$ cat src/rtl/cpu_phase_sequencer_pkg.sv
// Shared types and encodings for the CPU phase sequencer.
package cpu_seq_pkg;

  // Controller states; the eight datapath phases are contiguous.
  typedef enum logic [3:0] {
    S_IDLE   = 4'd0,
    S_FETCH  = 4'd1,
    S_DECODE = 4'd2,
    S_REGRD  = 4'd3,
    S_EXEC   = 4'd4,
    S_MEM    = 4'd5,
    S_WBRES  = 4'd6,
    S_WB     = 4'd7,
    S_PCUPD  = 4'd8,
    S_HALT   = 4'd9,
    S_FAULT  = 4'd10
  } state_e;

  // Phase numbers reported on the phase output.
  localparam logic [2:0] PH_FETCH  = 3'b000;
  localparam logic [2:0] PH_DECODE = 3'b001;
  localparam logic [2:0] PH_REGRD  = 3'b010;
  localparam logic [2:0] PH_EXEC   = 3'b011;
  localparam logic [2:0] PH_MEM    = 3'b100;
  localparam logic [2:0] PH_WBRES  = 3'b101;
  localparam logic [2:0] PH_WB     = 3'b110;
  localparam logic [2:0] PH_PCUPD  = 3'b111;

  // Fault causes.
  localparam logic [1:0] FC_NONE  = 2'b00;
  localparam logic [1:0] FC_STACK = 2'b01;
  localparam logic [1:0] FC_MEMTO = 2'b10;

  // One strobe per datapath phase.
  typedef struct packed {
    logic update_pc;
    logic writeback;
    logic wb_resolve;
    logic access_mem;
    logic execute;
    logic reg_read;
    logic decode;
    logic fetch;
  } strobe_t;

  // Phase number for a state; non-busy states report PH_FETCH (000).
  function automatic logic [2:0] phase_of(state_e s);
    logic [2:0] p;
    p = PH_FETCH;
    case (s)
      S_DECODE: p = PH_DECODE;
      S_REGRD:  p = PH_REGRD;
      S_EXEC:   p = PH_EXEC;
      S_MEM:    p = PH_MEM;
      S_WBRES:  p = PH_WBRES;
      S_WB:     p = PH_WB;
      S_PCUPD:  p = PH_PCUPD;
      default:  p = PH_FETCH;
    endcase
    return p;
  endfunction

endpackage

$ cat src/rtl/cpu_phase_sequencer_if.sv
// Handshake and status bundle between the datapath and the phase sequencer.
interface cpu_phase_sequencer_if;
  logic       run;
  logic       step;
  logic [7:0] instruction;
  logic [7:0] sp;
  logic       mem_r_en;
  logic       mem_w_en;
  logic       mem_ready;

  logic       fetch;
  logic       decode;
  logic       reg_read;
  logic       execute;
  logic       access_mem;
  logic       wb_resolve;
  logic       writeback;
  logic       update_pc;
  logic [2:0] phase;
  logic       busy;
  logic       halted;
  logic       fault;
  logic [1:0] fault_code;
  logic [7:0] retired;

  // Datapath / test side: drives requests, observes strobes.
  modport master (
    output run, step, instruction, sp, mem_r_en, mem_w_en, mem_ready,
    input  fetch, decode, reg_read, execute, access_mem, wb_resolve,
           writeback, update_pc, phase, busy, halted, fault, fault_code, retired
  );

  // Sequencer side.
  modport slave (
    input  run, step, instruction, sp, mem_r_en, mem_w_en, mem_ready,
    output fetch, decode, reg_read, execute, access_mem, wb_resolve,
           writeback, update_pc, phase, busy, halted, fault, fault_code, retired
  );
endinterface

$ cat src/rtl/cpu_phase_sequencer_wait_timer.sv
// Memory-wait counter: cleared outside MEM, counts stalled cycles inside it.
module seq_wait_timer
  import cpu_seq_pkg::*;
#(
  parameter int unsigned MAX = 15
) (
  input  logic clk,
  input  logic rst,
  input  logic clr_i,
  input  logic inc_i,
  output logic term_o
);
  // term_o flags that the increment happening this cycle reaches MAX.
  localparam logic [7:0] MAX_M1 = 8'(MAX - 1);

  logic [7:0] cnt_q, cnt_d;

  // Clear has priority; increment only when asked.
  always_comb begin
    cnt_d = cnt_q;
    if (clr_i)      cnt_d = 8'd0;
    else if (inc_i) cnt_d = cnt_q + 8'd1;
  end

  // Counter register.
  always_ff @(posedge clk or posedge rst) begin
    if (rst) cnt_q <= 8'd0;
    else     cnt_q <= cnt_d;
  end

  assign term_o = inc_i && (cnt_q == MAX_M1);

endmodule

$ cat src/rtl/cpu_phase_sequencer.sv
// Eight-phase instruction sequencer with memory-wait timeout, halt and
// stack-limit detection, free-run and single-step operation.
module cpu_phase_sequencer
  import cpu_seq_pkg::*;
#(
  parameter int unsigned MEM_WAIT_MAX = 15,
  parameter logic [7:0]  SP_LIMIT     = 8'h7F
) (
  input  logic clk,
  input  logic rst,
  cpu_phase_sequencer_if.slave bus
);

  state_e     state_q, state_d;
  logic       run_q;
  logic       run_rise;
  logic       mem_act;
  logic [1:0] code_q, code_d;
  strobe_t    strobe_q, strobe_d;
  logic [2:0] phase_q, phase_d;
  logic       busy_q, busy_d;
  logic       halted_q, halted_d;
  logic       fault_q, fault_d;
  logic [7:0] retired_q, retired_d;
  logic       tmr_clr, tmr_inc, tmr_term;

  assign run_rise = bus.run & ~run_q;
  assign mem_act  = bus.mem_r_en | bus.mem_w_en;
  // Counter is held at zero everywhere but MEM, so every MEM entry starts fresh.
  assign tmr_clr  = (state_q != S_MEM);

  seq_wait_timer #(.MAX(MEM_WAIT_MAX)) u_wait (
    .clk    (clk),
    .rst    (rst),
    .clr_i  (tmr_clr),
    .inc_i  (tmr_inc),
    .term_o (tmr_term)
  );

  // State, run-edge history and all registered outputs.
  always_ff @(posedge clk or posedge rst) begin
    if (rst) begin
      state_q   <= S_IDLE;
      run_q     <= 1'b0;
      code_q    <= FC_NONE;
      strobe_q  <= '0;
      phase_q   <= PH_FETCH;
      busy_q    <= 1'b0;
      halted_q  <= 1'b0;
      fault_q   <= 1'b0;
      retired_q <= 8'd0;
    end else begin
      state_q   <= state_d;
      run_q     <= bus.run;
      code_q    <= code_d;
      strobe_q  <= strobe_d;
      phase_q   <= phase_d;
      busy_q    <= busy_d;
      halted_q  <= halted_d;
      fault_q   <= fault_d;
      retired_q <= retired_d;
    end
  end

  // Next-state: phase walk, memory handshake, halt/fault and loop decision.
  always_comb begin
    state_d = state_q;
    code_d  = code_q;
    tmr_inc = 1'b0;
    unique case (state_q)
      S_IDLE:   if (run_rise) state_d = S_FETCH;
      S_FETCH:  state_d = S_DECODE;
      S_DECODE: state_d = (bus.instruction == 8'h00) ? S_HALT : S_REGRD;
      S_REGRD:  state_d = S_EXEC;
      S_EXEC:   state_d = S_MEM;
      S_MEM: begin
        if (!mem_act || bus.mem_ready) begin
          state_d = S_WBRES;
        end else begin
          tmr_inc = 1'b1;
          if (tmr_term) begin
            state_d = S_FAULT;
            code_d  = FC_MEMTO;
          end
        end
      end
      S_WBRES:  state_d = S_WB;
      S_WB:     state_d = S_PCUPD;
      S_PCUPD: begin
        // Stack check wins over any continue request.
        if (bus.sp < SP_LIMIT) begin
          state_d = S_FAULT;
          code_d  = FC_STACK;
        end else if (bus.step) begin
          state_d = S_IDLE;
        end else if (bus.run) begin
          state_d = S_FETCH;
        end else begin
          state_d = S_IDLE;
        end
      end
      S_HALT:   state_d = S_HALT;
      S_FAULT:  state_d = S_FAULT;
      default:  state_d = S_IDLE;
    endcase
  end

  // Output decode from the upcoming state so every output is a flop.
  always_comb begin
    strobe_d = '0;
    case (state_d)
      S_FETCH:  strobe_d.fetch      = 1'b1;
      S_DECODE: strobe_d.decode     = 1'b1;
      S_REGRD:  strobe_d.reg_read   = 1'b1;
      S_EXEC:   strobe_d.execute    = 1'b1;
      S_MEM:    strobe_d.access_mem = mem_act;
      S_WBRES:  strobe_d.wb_resolve = 1'b1;
      S_WB:     strobe_d.writeback  = 1'b1;
      S_PCUPD:  strobe_d.update_pc  = 1'b1;
      default:  strobe_d = '0;
    endcase
    phase_d   = phase_of(state_d);
    busy_d    = (state_d != S_IDLE) && (state_d != S_HALT) && (state_d != S_FAULT);
    halted_d  = (state_d == S_HALT);
    fault_d   = (state_d == S_FAULT);
    retired_d = (state_q == S_PCUPD) ? retired_q + 8'd1 : retired_q;
  end

  assign bus.fetch      = strobe_q.fetch;
  assign bus.decode     = strobe_q.decode;
  assign bus.reg_read   = strobe_q.reg_read;
  assign bus.execute    = strobe_q.execute;
  assign bus.access_mem = strobe_q.access_mem;
  assign bus.wb_resolve = strobe_q.wb_resolve;
  assign bus.writeback  = strobe_q.writeback;
  assign bus.update_pc  = strobe_q.update_pc;
  assign bus.phase      = phase_q;
  assign bus.busy       = busy_q;
  assign bus.halted     = halted_q;
  assign bus.fault      = fault_q;
  assign bus.fault_code = code_q;
  assign bus.retired    = retired_q;

endmodule

$ cat src/flat_wrapper.sv
// flat-port wrapper written by rule: the top's interface ports become plain ports
module cpu_phase_sequencer_flat import cpu_seq_pkg::*;
#(
  parameter int unsigned MEM_WAIT_MAX = 15,
  parameter logic [7:0]  SP_LIMIT     = 8'h7F
)
  (clk, rst, bus_run, bus_step, bus_instruction, bus_sp, bus_mem_r_en, bus_mem_w_en, bus_mem_ready, bus_fetch, bus_decode, bus_reg_read, bus_execute, bus_access_mem, bus_wb_resolve, bus_writeback, bus_update_pc, bus_phase, bus_busy, bus_halted, bus_fault, bus_fault_code, bus_retired);
  cpu_phase_sequencer_if bus_i ();
  input  logic clk;
  input  logic rst;
  input wire logic [$bits(bus_i.run)-1:0] bus_run;
  input wire logic [$bits(bus_i.step)-1:0] bus_step;
  input wire logic [$bits(bus_i.instruction)-1:0] bus_instruction;
  input wire logic [$bits(bus_i.sp)-1:0] bus_sp;
  input wire logic [$bits(bus_i.mem_r_en)-1:0] bus_mem_r_en;
  input wire logic [$bits(bus_i.mem_w_en)-1:0] bus_mem_w_en;
  input wire logic [$bits(bus_i.mem_ready)-1:0] bus_mem_ready;
  output wire logic [$bits(bus_i.fetch)-1:0] bus_fetch;
  output wire logic [$bits(bus_i.decode)-1:0] bus_decode;
  output wire logic [$bits(bus_i.reg_read)-1:0] bus_reg_read;
  output wire logic [$bits(bus_i.execute)-1:0] bus_execute;
  output wire logic [$bits(bus_i.access_mem)-1:0] bus_access_mem;
  output wire logic [$bits(bus_i.wb_resolve)-1:0] bus_wb_resolve;
  output wire logic [$bits(bus_i.writeback)-1:0] bus_writeback;
  output wire logic [$bits(bus_i.update_pc)-1:0] bus_update_pc;
  output wire logic [$bits(bus_i.phase)-1:0] bus_phase;
  output wire logic [$bits(bus_i.busy)-1:0] bus_busy;
  output wire logic [$bits(bus_i.halted)-1:0] bus_halted;
  output wire logic [$bits(bus_i.fault)-1:0] bus_fault;
  output wire logic [$bits(bus_i.fault_code)-1:0] bus_fault_code;
  output wire logic [$bits(bus_i.retired)-1:0] bus_retired;
  assign bus_i.run = bus_run;
  assign bus_i.step = bus_step;
  assign bus_i.instruction = bus_instruction;
  assign bus_i.sp = bus_sp;
  assign bus_i.mem_r_en = bus_mem_r_en;
  assign bus_i.mem_w_en = bus_mem_w_en;
  assign bus_i.mem_ready = bus_mem_ready;
  assign bus_fetch = bus_i.fetch;
  assign bus_decode = bus_i.decode;
  assign bus_reg_read = bus_i.reg_read;
  assign bus_execute = bus_i.execute;
  assign bus_access_mem = bus_i.access_mem;
  assign bus_wb_resolve = bus_i.wb_resolve;
  assign bus_writeback = bus_i.writeback;
  assign bus_update_pc = bus_i.update_pc;
  assign bus_phase = bus_i.phase;
  assign bus_busy = bus_i.busy;
  assign bus_halted = bus_i.halted;
  assign bus_fault = bus_i.fault;
  assign bus_fault_code = bus_i.fault_code;
  assign bus_retired = bus_i.retired;
  cpu_phase_sequencer #(.MEM_WAIT_MAX(MEM_WAIT_MAX), .SP_LIMIT(SP_LIMIT)) u_core (.clk(clk), .rst(rst), .bus(bus_i));
endmodule
$ cat config.mk
export PLATFORM = sky130hd
export DESIGN_NAME = cpu_phase_sequencer_flat
export DESIGN_NICKNAME = d
export VERILOG_FILES = /design/src/rtl/cpu_phase_sequencer_pkg.sv /design/src/rtl/cpu_phase_sequencer_if.sv /design/src/rtl/cpu_phase_sequencer_wait_timer.sv /design/src/rtl/cpu_phase_sequencer.sv /design/src/flat_wrapper.sv
export SDC_FILE = /design/constraint.sdc
export NUM_CORES = 1
export LEC_CHECK = 0
export ABC_AREA = 1
export BUFFER_PORTS_ARGS = -buffer_cell sky130_fd_sc_hd__buf_4
export CORE_MARGIN = 5
export CORE_UTILIZATION = 52
export CTS_CLUSTER_DIAMETER = 30
export DETAILED_ROUTE_END_ITERATION = 6
export PLACE_DENSITY = 0.77
export SLEW_MARGIN = 20
export SYNTH_ARGS = -nofsm -noshare
export SYNTH_HDL_FRONTEND = slang
export SYNTH_SLANG_ARGS = --single-unit
$ cat constraint.sdc
create_clock -name clk -period 1.8 [get_ports clk]
set_input_delay 0.09 -clock clk [delete_from_list [all_inputs] [get_ports clk]]
set_output_delay 0.09 -clock clk [all_outputs]
set_load 0.02 [all_outputs]
==> results.cfg <==
[outcome]
outcome = complete, no violations

[sta]
fin_crit_sh = 0.924
setup_viol = 0
setup_slack_ns = 0.137
drv_slew = 0
slew-limit-headroom = 0.700
layout_min_cycle_time_ns = 1.66
timing.final.hold_violations = 0
fin_skew_ns = 0.00562
fmax_mhz = 601
worst_slew_pin_slew_ns = 0.450

[critical_path]
critPathSlowestCell = dfrtp_1
cp_slowest_stage_delay_ns = 0.42
worst-endpoint-required_ns = 2.05
end_kind = flip-flop
worstSetupStartpointType = flip-flop
crit_chain = inv_2 -> ha_1 -> inv_1 -> nor2_1 -> nand3_2 -> nand2_1 -> nand3_1 -> nor2_4 -> nand2_1 -> nor2_1 -> nor2_1
cpMostUsedCell = nor2_1
path_max_fanout = 5
arrival_ns = 1.91
critPathKind = flip-flop to flip-flop

[synthesis]
synth_seq_area_share = 0.493
synth_compound_area_frac = 0.0632
yosysUniqueCellTypes = 26
synth_top_family_by_area = simple AND/OR/NAND/NOR gates
synth_seq_cells = 37
postSynthNetCount = 242
ys_warn_count = 0
netlist_instances = 216
yosys.area_share.simple = 0.328
synthMuxAreaShare = 0
avgSynthCellArea_sq_um = 8.70
synth_area_sq_um = 1880
synthAdderAreaFrac = 0.0200
synth_xor_area_frac = 0.0326

[floorplanning]
io_pins = 47
die_y_microns = 70.1
design.die.area_sq_um = 4920
core-area_sq_um = 3420
start_util = 0.550
die_width_microns = 70.1
rows = 21

[route]
via_per_inst = 4.86
dr.pass1.iters = 4
routedWlPerCell_microns = 11.8
drt-total-wl_microns = 3770
num_vias = 1554
drc = 0
drtIter0Drc = 72
final_antenna_net_count = 0

[final_layout]
fillers = 276
utilization = 0.711
area_growth_pct = 29.2
drive_above_1_share = 0.369
stdcell_count = 320
final_cell_mix = buf_4 (49), nand2_1 (43), dfrtp_1 (37)
num_antenna_cells = 0
nets = 299
final_common_cell = buf_4

[placement]
place_inst = 308
hpwl_microns = 2930
pre_cts_ws_ns = 0.0935
place.gp.congestion = 0.896
port_buffers = 46

[power_and_ir_drop]
irDropWorstVdd_mv = 1.01
leakagePower_nw = 1.29
power.total_mw = 3.39
p_per_area_nw_per_um2 = 1400

[grt]
grt_max_degree = 38
track_usage = 0.164
grt_pass1_vias = 1471
antenna_found_initial = 0
gr-total-overflow = 0
grt_pass1_wl_microns = 6440

[clocking]
cts_tree = done
cts_sinks = 37
cts_root_buf = clkbuf_4
htree_num_levels = 2
clk_pin_slew_ns = 0.11
cts_made_buffers = 5
insertion_delay_ns = 0.34
clk_path_buf_depth = 2

[min_path]
hold_path_class = input port to flip-flop

[job]
max-cap-violations = 0
[critical path, delay by kind of cell, from the launching register on]
family	cells	cell delay (ns)
AND/OR/NAND/NOR	8	0.87
buffers and inverters	2	0.12
adder cells (fa/ha/maj)	1	0.17
flip-flops	1	0.42
[layer usage]
| metal | global-route usage | routed length [microns] | vias to the layer above |
|---|---|---|---|
| li1 | - | - | 786 |
| met4 | 0.0702 | 71 | 0 |
| met2 | 0.268 | 1830 | 42 |
| met1 | 0.200 | 1640 | 720 |
| met3 | 0.0502 | 229 | 6 |
| met5 | 0 | 0 | - |
[kinds of logic (layout without fill, tap and decap cells)]
group	count (synthesis)	after routing
flip-flops	37	37
buffers and inverters	30	88
XOR/XNOR	7	7
AO/OA/AOI/OAI	18	18
adder cells (fa/ha/maj)	3	3
AND/OR/NAND/NOR	121	121
[synthesized netlist by cell type]
library cell	n	area share
nor2_1	32	0.064
o21ai_0	6	0.016
buf_6	1	0.0060
inv_1	21	0.042
ha_1	3	0.020
nor3b_1	1	0.0040
o21ai_1	3	0.0080
o211ai_2	1	0.0067
nand2_1	43	0.086
a21oi_1	5	0.013
nor3_2	1	0.0053
nand3_2	3	0.016
xor2_1	4	0.019
inv_2	8	0.016
nor3_1	1	0.0027
o21bai_4	1	0.010
dfrtp_1	37	0.49
nor2_2	11	0.037
a21oi_2	2	0.0093
nor2_8	1	0.011
nand3_1	14	0.037
xnor2_1	3	0.014
nor2_4	5	0.030
nand2_4	2	0.012
nand2_2	6	0.020
nand4_1	1	0.0033
[repair_timing]
item | CTS | global route
hold buffers | 2 | 0
setup endpoints to repair | 0 | 4
gates resized for setup | 0 | 4
endpoints found under the hold margin | 38 | 0
buffers inserted | 0 | 2
[sequential cells by signal, indices dropped and copies added, names as in the netlist, 2 cells and up]
register,count
u_core.bus.retired,8
u_core.bus.fault_code,2
u_core.bus.phase,3
u_core.u_wait.cnt_q,8
u_core.state_q,4
[stage by stage]
step | TNS, ns | hold WS (ns) | instance area, sq um
final | 0 | 0.0537 | 2430
after global routing | -0.00633 | 0.0722 | 2430
after CTS | 0 | 0.0407 | 2400
after detailed placement | 0 | 0.221 | 2280
after global placement | 0 | 0.221 | 2280
after floorplan | 0 | 0.121 | 1880
[path summary, 6_finish.rpt]
| path | start | slack [ns] | to | cells after the start |
|---|---|---|---|---|
| worst max-delay path | u_core.u_wait.cnt_q[0] | 0.14 | u_core.bus.busy | 11 |
| worst min-delay path | bus_mem_r_en | 0.05 | u_core.bus.access_mem | 3 |
| worst max register to register | u_core.u_wait.cnt_q[0] | 0.14 | u_core.bus.busy | 11 |
| worst min register to register | u_core.bus.retired[7] | 0.48 | u_core.bus.retired[7] | 1 |
| max in group asynchronous | rst | 1.09 | u_core.state_q[3] | 4 |
| min in group asynchronous | rst | 0.39 | u_core.bus.update_pc | 4 |
[report_power, final]
group	switching (mW)	internal [mW]
clock network	0.275	0.430
logic	0.939	0.577
registers	0.150	1.02
[area by class of cell]
class	instances	area (sq um)	area share
clock inverters	3	65.1	0.0268
clock buffers	5	37.5	0.0155
flip-flops and latches	37	926	0.381
inverters	29	109	0.0448
well taps	46	57.6	0.0237
multi-input cells	149	846	0.348
repair buffers	51	388	0.160
No activity file was read; power rests on OpenSTA's default activity.
